===== config.mk =====
export PLATFORM = sky130hd
export DESIGN_NAME = sumador_serie
export DESIGN_NICKNAME = d
export VERILOG_FILES = /design/src/rtl/sumador_pkg.sv /design/src/rtl/sumador_completo.sv /design/src/rtl/sumador_serie.sv
export SDC_FILE = /design/constraint.sdc
export NUM_CORES = 1
export LEC_CHECK = 0
export BUFFER_PORTS_ARGS = -buffer_cell sky130_fd_sc_hd__buf_2
export CAP_MARGIN = 10
export CORE_MARGIN = 3
export CORE_UTILIZATION = 59
export DETAILED_ROUTE_END_ITERATION = 8
export GPL_TIMING_DRIVEN = 0
export PLACE_DENSITY_LB_ADDON = 0.12
export SYNTH_ARGS = -nofsm -noshare
export SYNTH_HDL_FRONTEND = slang
export SYNTH_SLANG_ARGS = --single-unit

===== constraint.sdc =====
create_clock -name clk -period 3.15 [get_ports clk]
set_input_delay 0.4725 -clock clk [delete_from_list [all_inputs] [get_ports clk]]
set_output_delay 0.4725 -clock clk [all_outputs]
set_load 0.01 [all_outputs]

===== src/rtl/sumador_pkg.sv =====
// Shared definitions for the bit-serial adder: FSM state encoding and counter sizing.
package sumador_pkg;

  typedef enum logic [1:0] {
    IDLE = 2'd0,
    RUN  = 2'd1,
    DONE = 2'd2
  } state_e;

  // Bit-counter width for a given operand width, never below one bit.
  function automatic int unsigned cnt_width(input int unsigned width);
    return (width <= 1) ? 1 : $clog2(width);
  endfunction

endpackage


===== src/rtl/sumador_completo.sv =====
// Combinational 1-bit full adder cell used by the serial datapath.
module sumador_completo (
  input  logic A,
  input  logic B,
  input  logic CIn,
  output logic Sum,
  output logic COut
);

  assign Sum  = A ^ B ^ CIn;
  assign COut = (A & B) | (CIn & (A ^ B));

endmodule


===== src/rtl/sumador_serie.sv =====
// Bit-serial adder/subtractor, LSB first, one full-adder cell, done pulse on completion.
// Define SUMADOR_SERIE_OVF_EN to add the registered signed-overflow output ovf.
module sumador_serie
  import sumador_pkg::*;
#(
  parameter int unsigned WIDTH = 8
) (
  input  logic             clk,
  input  logic             rst_n,
  input  logic             start,
  input  logic             sub,
  input  logic [WIDTH-1:0] a,
  input  logic [WIDTH-1:0] b,
  output logic             busy,
  output logic             done,
  output logic [WIDTH-1:0] sum,
`ifdef SUMADOR_SERIE_OVF_EN
  output logic             ovf,
`endif
  output logic             cout
);

  localparam int unsigned CW = cnt_width(WIDTH);

  state_e           state;
  logic [WIDTH-1:0] a_q;
  logic [WIDTH-1:0] b_q;
  logic [WIDTH-1:0] res_q;
  logic [CW-1:0]    cnt_q;
  logic             carry_q;

  logic             s_bit;
  logic             c_bit;
  logic             last;
  logic [WIDTH:0]   res_cat;
  logic [WIDTH-1:0] res_nxt;
  logic             unused_res_lsb;

  sumador_completo u_fa (
    .A   (a_q[0]),
    .B   (b_q[0]),
    .CIn (carry_q),
    .Sum (s_bit),
    .COut(c_bit)
  );

  // New bit enters at the MSB; after WIDTH shifts the first bit sits at the LSB.
  assign res_cat        = {s_bit, res_q};
  assign res_nxt        = res_cat[WIDTH:1];
  assign unused_res_lsb = res_cat[0];
  assign last           = (cnt_q == CW'(WIDTH - 1));

  always_ff @(posedge clk or negedge rst_n) begin
    if (!rst_n) begin
      state   <= IDLE;
      a_q     <= '0;
      b_q     <= '0;
      res_q   <= '0;
      cnt_q   <= '0;
      carry_q <= 1'b0;
      busy    <= 1'b0;
      done    <= 1'b0;
      sum     <= '0;
      cout    <= 1'b0;
`ifdef SUMADOR_SERIE_OVF_EN
      ovf     <= 1'b0;
`endif
    end else begin
      done <= 1'b0;
      unique case (state)
        IDLE: begin
          if (start) begin
            a_q     <= a;
            b_q     <= sub ? ~b : b;
            carry_q <= sub;  // +1 of the two's complement negation
            cnt_q   <= '0;
            res_q   <= '0;
            busy    <= 1'b1;
            state   <= RUN;
          end
        end
        RUN: begin
          a_q     <= a_q >> 1;
          b_q     <= b_q >> 1;
          carry_q <= c_bit;
          res_q   <= res_nxt;
          cnt_q   <= cnt_q + 1'b1;
          if (last) begin
            state <= DONE;
            busy  <= 1'b0;
            done  <= 1'b1;
            sum   <= res_nxt;
            cout  <= c_bit;
`ifdef SUMADOR_SERIE_OVF_EN
            ovf   <= carry_q ^ c_bit;  // carry into MSB vs carry out of MSB
`endif
          end
        end
        DONE:    state <= IDLE;
        default: state <= IDLE;
      endcase
    end
  end

endmodule


# Word-level counts from Yosys, hierarchy flattened
# Cells that the tools add are included.
[totals]
in_bits = 20
register_bits = 41
out_inout_bits = 11
elab_cells = 46
[op_classes]
n_eq_ne = 4
add_sub_neg = 1
bitwise_logic = 6
n_mux = 19
n_reduce_logical = 6
[op_table]
columns = ["cell", "n"]
rows = [
  ["$pmux 8 s2", 3],
  ["$mux 8", 4],
  ["$not 8->8", 1],
  ["$pmux 3 s2", 1],
  ["$reduce_and 2->1", 3],
  ["$mux 1", 5],
  ["$mux 2", 2],
  ["$ne 2x2->1 const B", 2],
  ["$pmux 1 s2", 2],
  ["$pmux 2 s2", 1],
  ["$add 3x1->3 const B", 1],
  ["$eq 3x3->1 const B", 1],
  ["$mux 3", 1],
  ["$reduce_and 3->1", 1],
  ["$and 1x1->1", 2],
  ["$eq 2x1->1 const B", 1],
  ["$logic_not 2->1", 1],
  ["$reduce_bool 2->1", 1],
  ["$xor 1x1->1", 2],
  ["$or 1x1->1", 1],
]

# Longest topological paths before layout
# Gate-level depths: netlist of the first run.
[depth]
ltp_word = 4
depth_mapped = 6
depth_no_buf = 5

# Cells and area by module
# Synthesis of the first run repeated with hierarchy kept, for this count alone.
[hier_totals]
cells_unflattened = 155
hier_area_um2 = 1813.0
[by_module_without_submodules]
columns = ["module", "n_inst", "cells_per_inst", "seq_area_each_um2", "area_per_inst_um2"]
rows = [
  ["sumador_serie", 1, 154, 1001.0, 1793.0],
  ["sumador_completo", 1, 1, 0.0, 20.0],
]

# Worst setup path after synthesis of the first run
# OpenSTA, ideal clock, no wires.
[synth_timing]
path_type = "register to register"
from = "reg state[0]"
to = "reg cout"
arrival_ns = 1.284
period_less_slack_ns = 1.409
stages_incl_launch_ff = 7
slack_ns = 1.741
t_required_ns = 3.025
setup_ns = 0.125
path_buffers = 3
path_cell_list = "dfrtp_1 > buf_6 > and2b_1 > buf_4 > nand2_2 > buf_6 > mux2_4"
[synth_via]
elab_chain_len = 2
[synth_lines]
columns = ["item", "line", "text"]
rows = [
  ["from (decl)", "sumador_serie.sv:25", "state_e state;"],
  ["from (signal assigned)", "sumador_serie.sv:55", "state <= IDLE;"],
  ["from (signal assigned)", "sumador_serie.sv:79", "state <= RUN;"],
  ["from (signal assigned)", "sumador_serie.sv:89", "state <= DONE;"],
  ["$eq 2x1->1", "sumador_serie.sv:70", "unique case (state)"],
  ["$reduce_and 2->1 (no line)", "-", ""],
  ["to (signal assigned)", "sumador_serie.sv:93", "cout <= c_bit;"],
  ["to (decl)", "sumador_serie.sv:20", "output logic cout"],
]
# Every way passes these cells.
# A chain may end at the register's enable or synchronous reset.

# Final worst setup path of the first run
[layout_timing]
from = "reg cnt_q[0]"
to = "reg sum[7]"
[layout_via]
elab_chain_len = 2
[layout_lines]
columns = ["item", "line", "text"]
rows = [
  ["from (decl)", "sumador_serie.sv:29", "logic [CW-1:0] cnt_q;"],
  ["from (signal assigned)", "sumador_serie.sv:87", "cnt_q <= cnt_q + 1'b1;"],
  ["$eq 3x3->1", "sumador_serie.sv:51", "assign last = (cnt_q == CW'(WIDTH - 1));"],
  ["$reduce_and 2->1 (no line)", "-", ""],
  ["to (signal assigned)", "sumador_serie.sv:92", "sum <= res_nxt;"],
  ["to (decl)", "sumador_serie.sv:16", "output logic [WIDTH-1:0] sum,"],
]
# Every way passes these cells.

==> results.toml, run 1 <==
[sta]
hold_viol_final = 0
period_needed_ps = 1528
slew-limit-headroom = 0.4322
fin_tns_setup_ps = 0
skew_ps = 5.003
rsz0062_at_grt = "false"
fmax_mhz = 654.5
setup_viol = 0
fin_crit_sh = 0.4851
tightest_slew_ps = 851.6
maxSlewViolCount = 0

[cts]
clockRootBuffer = "clkbuf_4"
cts_tree = "yes"
clock-sinks = 40
ctsHtreeMaxLevel = 2
cts_buffers = 5
max-clock-path-buffers = 2
cts_resized = 0
post_cts_buffers = 0
hold_buffers = 0
cts.clk_slew.worst_paths_ps = 120
clkLatencyLatePin_ps = 350

[worst_setup_path]
worst-r2r-cell-count = 5
required_ps = 3390
start_kind = "flop"
worstPathMaxFanout = 10
criticalPathCategory = "reg -> reg"
cp_data_arrival_time_ps = 1770
end_kind = "flop"

[grt]
grt_max_degree = 41
grt_pass1_vias = 1365
track_usage = 0.2080
grt_pass1_wl_microns = 6451
grt-ovfl-total = 0
antenna_found_initial = 0

[status]
status = "finished, final reports clean"

[detailed_routing]
firstDrtPassIters = 4
routed-via-count = 1321
ant_nets = 0
drc = 0
vias_per_cell = 5.621
drt-wirelength-per-cell_microns = 15.37
wl_microns = 3612
initialDrtViolationCount = 89

[final_layout]
finalNetCount = 215
drive_gt1_frac = 0.3161
antenna_cells = 0
stdcell_area_sq_mm = 0.002145
syn2layout_area_growth_pct = 15.50

[pwr]
p_int_w = 0.001288
powerDensity_mw_per_mm2 = 903.5
leakage_nw = 1.045
worst_ir_drop_vdd_mv = 0.6276
netSwitchingFraction = 0.3354
pwr-share-seq = 0.444
p_switching_w = 0.0006499
clock_power_share = 0.187
combPwrFrac = 0.369

[synthesis]
synth_cell_types = 29
ys_ff_latch = 40
synth_ff_type = "dfrtp_1"
synth_edf_count = 0
synth_nets = 179
syn_inst = 156
ys_warn_count = 0
async_reset_ff_frac = 1.000
ys_seq_area_frac = 0.5391
syn_area_per_cell_sq_um = 11.90
netlist_area_sq_mm = 0.001857

[job]
drv_cap = 0

[floorplan]
core_sq_mm = 0.002877
die-area_sq_mm = 0.003856
boundaryPins = 31
start_util = 0.6455
dieHeight_microns = 62.10
die_x_microns = 62.10
rows = 19

[place]
place_area_sq_mm = 0.002054
dp_hpwl_microns = 2480
io_buffers = 29
place.gp.congestion = 0.7499

[hold_path]
min-delay-path-class = "in -> async"
## placed cells by master, fill, tap and decap left out, drive strengths merged, types with 2 or more instances in the layout
cell	n
dfrtp	40
buf	40
o21ai	13
a22oi	11
nor2b	10
mux2	10
a21oi	9
a22o	9
clkbuf	8
xnor2	7
inv	6
nand2	6
nor2	4
a221o	4
o211ai	3
o32ai	3
ha	2
## final cells by class
type	instances	area [sq um]
Tap cell	42	52.55
Sequential cell	40	1001
Fill cell	194	732.0
Clock inverter	2	38.79
Multi-Input combinational cell	97	757.0
Buffer	13	76.32
Inverter	6	22.52
Timing Repair Buffer	29	145.1
Clock buffer	6	51.30
## power groups by stage
stage	clock, W	sequential, W	combinational [W]
floorplan	0	0.000865	0.000502
global placement	0	0.000859	0.000687
detailed placement	0	0.000868	0.000719
CTS	0.000367	0.000860	0.000724
global route	0.000393	0.000893	0.000796
finish	0.000362	0.000860	0.000716
## through the flow
| stage | cells | hold WS (ps) | setup WS, ps | total power, W | util |
|---|---|---|---|---|---|
| 5_1_grt | 235 | 257.9 | 1581 | 0.002082 | 0.7455 |
| 6_report | 235 | 213.2 | 1622 | 0.001938 | 0.7455 |
| 3_5_place_dp | 227 | 486.7 | 1575 | 0.001587 | 0.7142 |
| 4_1_cts | 235 | 243.0 | 1626 | 0.001951 | 0.7455 |
| 3_3_place_gp | 227 | 480.2 | 1590 | 0.001546 | 0.7142 |
| 2_1_floorplan | 156 | 176.9 | 1741 | 0.001367 | - |
## synthesized netlist by cell type, drive strengths merged, types with 2 or more instances
cell	count	area share
a21oi	9	0.024
o32ai	3	0.014
dfrtp	40	0.54
o211ai	3	0.012
inv	6	0.012
mux2	10	0.077
buf	11	0.037
a221o	4	0.024
nor2	4	0.0081
a22oi	11	0.044
a22o	9	0.042
ha	2	0.013
nor2b	10	0.034
xnor2	7	0.033
nand2	6	0.013
clkbuf	2	0.0040
o21ai	13	0.035
## cells by family after synthesis
kind of cell    after synthesis  synth area share
flops                        40            0.5391
fa+ha+maj                     3           0.02426
mux                          11           0.08221
xor+xnor                      8           0.03774
simple gates                 23           0.06739
compound gates               52            0.1961
buf+inv                      19           0.05323
## sequential cells by signal (all words and copies together) (netlist names)
register  count
busy          1
a_q           8
cnt_q         3
res_q         7
carry_q       1
sum           8
state         2
done          1
b_q           8
cout          1
## worst paths after layout
| check | from | to | slack [ps] |
|---|---|---|---|
| setup / recovery | cnt_q[0]$_DFFE_PN0P_ | sum[7]$_DFFE_PN0P_ | 1620 |
| hold / removal | rst_n | sum[1]$_DFFE_PN0P_ | 210 |
| setup reg to reg | cnt_q[0]$_DFFE_PN0P_ | sum[7]$_DFFE_PN0P_ | 1620 |
| hold reg to reg | sum[0]$_DFFE_PN0P_ | sum[0]$_DFFE_PN0P_ | 510 |
| max in group asynchronous | rst_n | state[0]$_DFFE_PN0P_ | 2400 |
| min in group clk | a[6] | a_q[6]$_DFFE_PN0P_ | 400 |
## critical path, cell delays in order (launching register included)
cell     delay, ps
dfrtp_1        410
ha_1           200
ha_1           220
nand2_2        100
buf_6          170
mux2_4         310
## routing by layer
layer	track usage	share of wire	up-vias
met5	0	0	-
met4	0.07459	0.019	0
met3	0.04324	0.043	8
met2	0.3333	0.48	32
met1	0.2829	0.46	649
li1	-	-	632
Note: power is estimated with default switching activity, not from simulation.
==> run 2, diff against run 1 <==
Settings changed: CORE_UTILIZATION 59 to 55.
Clock period 3.15 ns to 1.45 ns, I/O delays scaled along.
==> run 2 against run 1 <==
  * Global-route usage fell by 0.074 points
  * Maximum frequency rose by 5.0%
  * Cell count rose by 4.3%
  * Register-to-register slack got worse by 1600 ps
  * Critical path type unchanged
  * Combinational power rose to 2.7 times the previous value
  * Clock-buffer cell count fell by 1
  * Via count rose by 6.2%
  * Non-clock buffer count rose by 9
  * The run now ends with setup timing left
  * Clock power rose by 140%
==> results.toml, run 2 (same netlist as run 1, synthesis figures left out) <==
[status]
status = "complete, but fails checks"
violations = "setup timing"

[cts]
cts.clk_slew.worst_paths_ps = 120
clock-sinks = 40
cts_buffers = 5
cts_tree = "yes"
ctsHtreeMaxLevel = 2
max-clock-path-buffers = 2
clockRootBuffer = "clkbuf_4"
clkLatencyLatePin_ps = 340

[grt]
grt-ovfl-total = 0
grt_pass1_vias = 1385
antenna_found_initial = 0
grt_pass1_wl_microns = 6589
grt_max_degree = 41
track_usage = 0.2072

[worst_setup_path]
worstPathMaxFanout = 5
cp_data_arrival_time_ps = 1700
end_kind = "flop"
worstPathCellList = "ha_2 > ha_4 > nand2_4 > buf_12 > buf_16 > mux2_4"
cp_slowest_cell = "dfrtp_1"
required_ps = 1690
start_kind = "flop"
max_stage_delay_ps = 400
criticalPathCategory = "reg -> reg"

[final_layout]
syn2layout_area_growth_pct = 27.76
fin_cells = 245
drive_gt1_frac = 0.4129
nFillCells = 217
stdcell_area_sq_mm = 0.002372
top_regs = "a_q (8), b_q (8), sum (8)"
antenna_cells = 0
mostFrequentLayoutCell = "dfrtp_1"
layout_common_cells = "dfrtp_1, buf_2, nor2b_1, a21oi_1, a22o_1"
finalNetCount = 224

[sta]
layout_setup_ws_ps = -5.526
setup_viol = 3
skew_ps = 12.09
rsz0062_at_grt = "true"
tightest_slew_ps = 866.8
maxSlewViolCount = 0
hold_viol_final = 0
fin_crit_sh = 1.004
fmax_mhz = 687.0
period_needed_ps = 1456
slew-limit-headroom = 0.4221

[pwr]
worst_ir_drop_vdd_mv = 1.062
clock_power_share = 0.187
powerDensity_mw_per_mm2 = 1993
netSwitchingFraction = 0.3275
p_switching_w = 0.001548
combPwrFrac = 0.410
pwr-share-seq = 0.403
leakage_nw = 1.132
p_int_w = 0.003180
power_w = 0.004728

[floorplan]
die_x_microns = 64.11
start_util = 0.5936
core_sq_mm = 0.003128
die-area_sq_mm = 0.004109
rows = 20
boundaryPins = 31
dieHeight_microns = 64.11

[place]
placed_cells = 229
dp_hpwl_microns = 2474
place_area_sq_mm = 0.002057
place.gp.congestion = 0.8222
io_buffers = 29

[detailed_routing]
vias_per_cell = 5.727
routed-via-count = 1403
initialDrtViolationCount = 62
ant_nets = 0
drt-wirelength-per-cell_microns = 16.31
firstDrtPassIters = 4
wl_microns = 3997
drc = 0

[job]
drv_cap = 0

[hold_path]
min-delay-path-class = "in -> reg"
-- run 2: power by group through the flow --
| stage | clock network (W) | registers, W | logic (W) |
|---|---|---|---|
| finish | 0.000882 | 0.00191 | 0.00194 |
| detailed placement | 0 | 0.00189 | 0.00155 |
| floorplan | 0 | 0.00188 | 0.00109 |
| global placement | 0 | 0.00186 | 0.00148 |
| global route | 0.000963 | 0.00198 | 0.00211 |
| CTS | 0.000899 | 0.00188 | 0.00174 |
-- run 2: area by class of cell --
class | instances | area (sq um) | share of cell area
sequential | 40 | 1001 | 0.4219
multi-input combinational | 97 | 834.6 | 0.3518
timing repair buffer | 40 | 275.3 | 0.1160
buffer | 11 | 86.33 | 0.03639
clock inverter | 2 | 60.06 | 0.02532
tap | 44 | 55.05 | 0.02321
clock buffer | 5 | 37.54 | 0.01582
inverter | 6 | 22.52 | 0.009494
-- run 2: through the flow --
step                      worst slack, ps  TNS (ps)  hold slack (ps)  utilization
after global placement             -29.05    -218.0            363.4       0.6576
after global routing               -39.39    -169.3            132.3       0.7584
after floorplan                     40.69         0           -78.09            -
final                              -5.526    -14.13            146.7       0.7584
after CTS                          -37.73    -165.9            153.1       0.7260
after detailed placement           -63.44    -473.5            381.5       0.6576
-- run 2: final timing paths --
check | from | to | slack [ps] | cells past startpoint
worst max register to register | cnt_q[0]$_DFFE_PN0P_ | sum[7]$_DFFE_PN0P_ | -6 | 6
worst max-delay path | cnt_q[0]$_DFFE_PN0P_ | sum[7]$_DFFE_PN0P_ | -6 | 6
worst min register to register | res_q[1]$_DFFE_PN0P_ | res_q[1]$_DFFE_PN0P_ | 520 | 1
max in group asynchronous | rst_n | a_q[6]$_DFFE_PN0P_ | 380 | 2
min in group asynchronous | rst_n | sum[7]$_DFFE_PN0P_ | 510 | 2
worst min-delay path | a[6] | a_q[6]$_DFFE_PN0P_ | 150 | 3
-- run 2: metal layers --
metal  track usage  wire length [microns]
met1        0.2752                   1657
met2        0.3406                   2081
met3       0.04394                    226
met4       0.06596                     31
met5             0                      0
-- run 2: what timing repair did --
item                                    CTS  global route
setup buffers                             6             3
endpoints found under the hold margin    27             0
pin swaps                                 1             2
endpoints found under the setup margin   10            32
gates resized for setup                   9            32
hold buffers                              1             0
gates cloned                              1             0
-- run 2: worst max-delay path, delay by kind of cell, from the launching register on --
kind,cells,cell delay [ps]
buffers and inverters,2,210
adders and majority gates,2,370
DFF,1,400
muxes,1,290
and+or+nand+nor,1,80
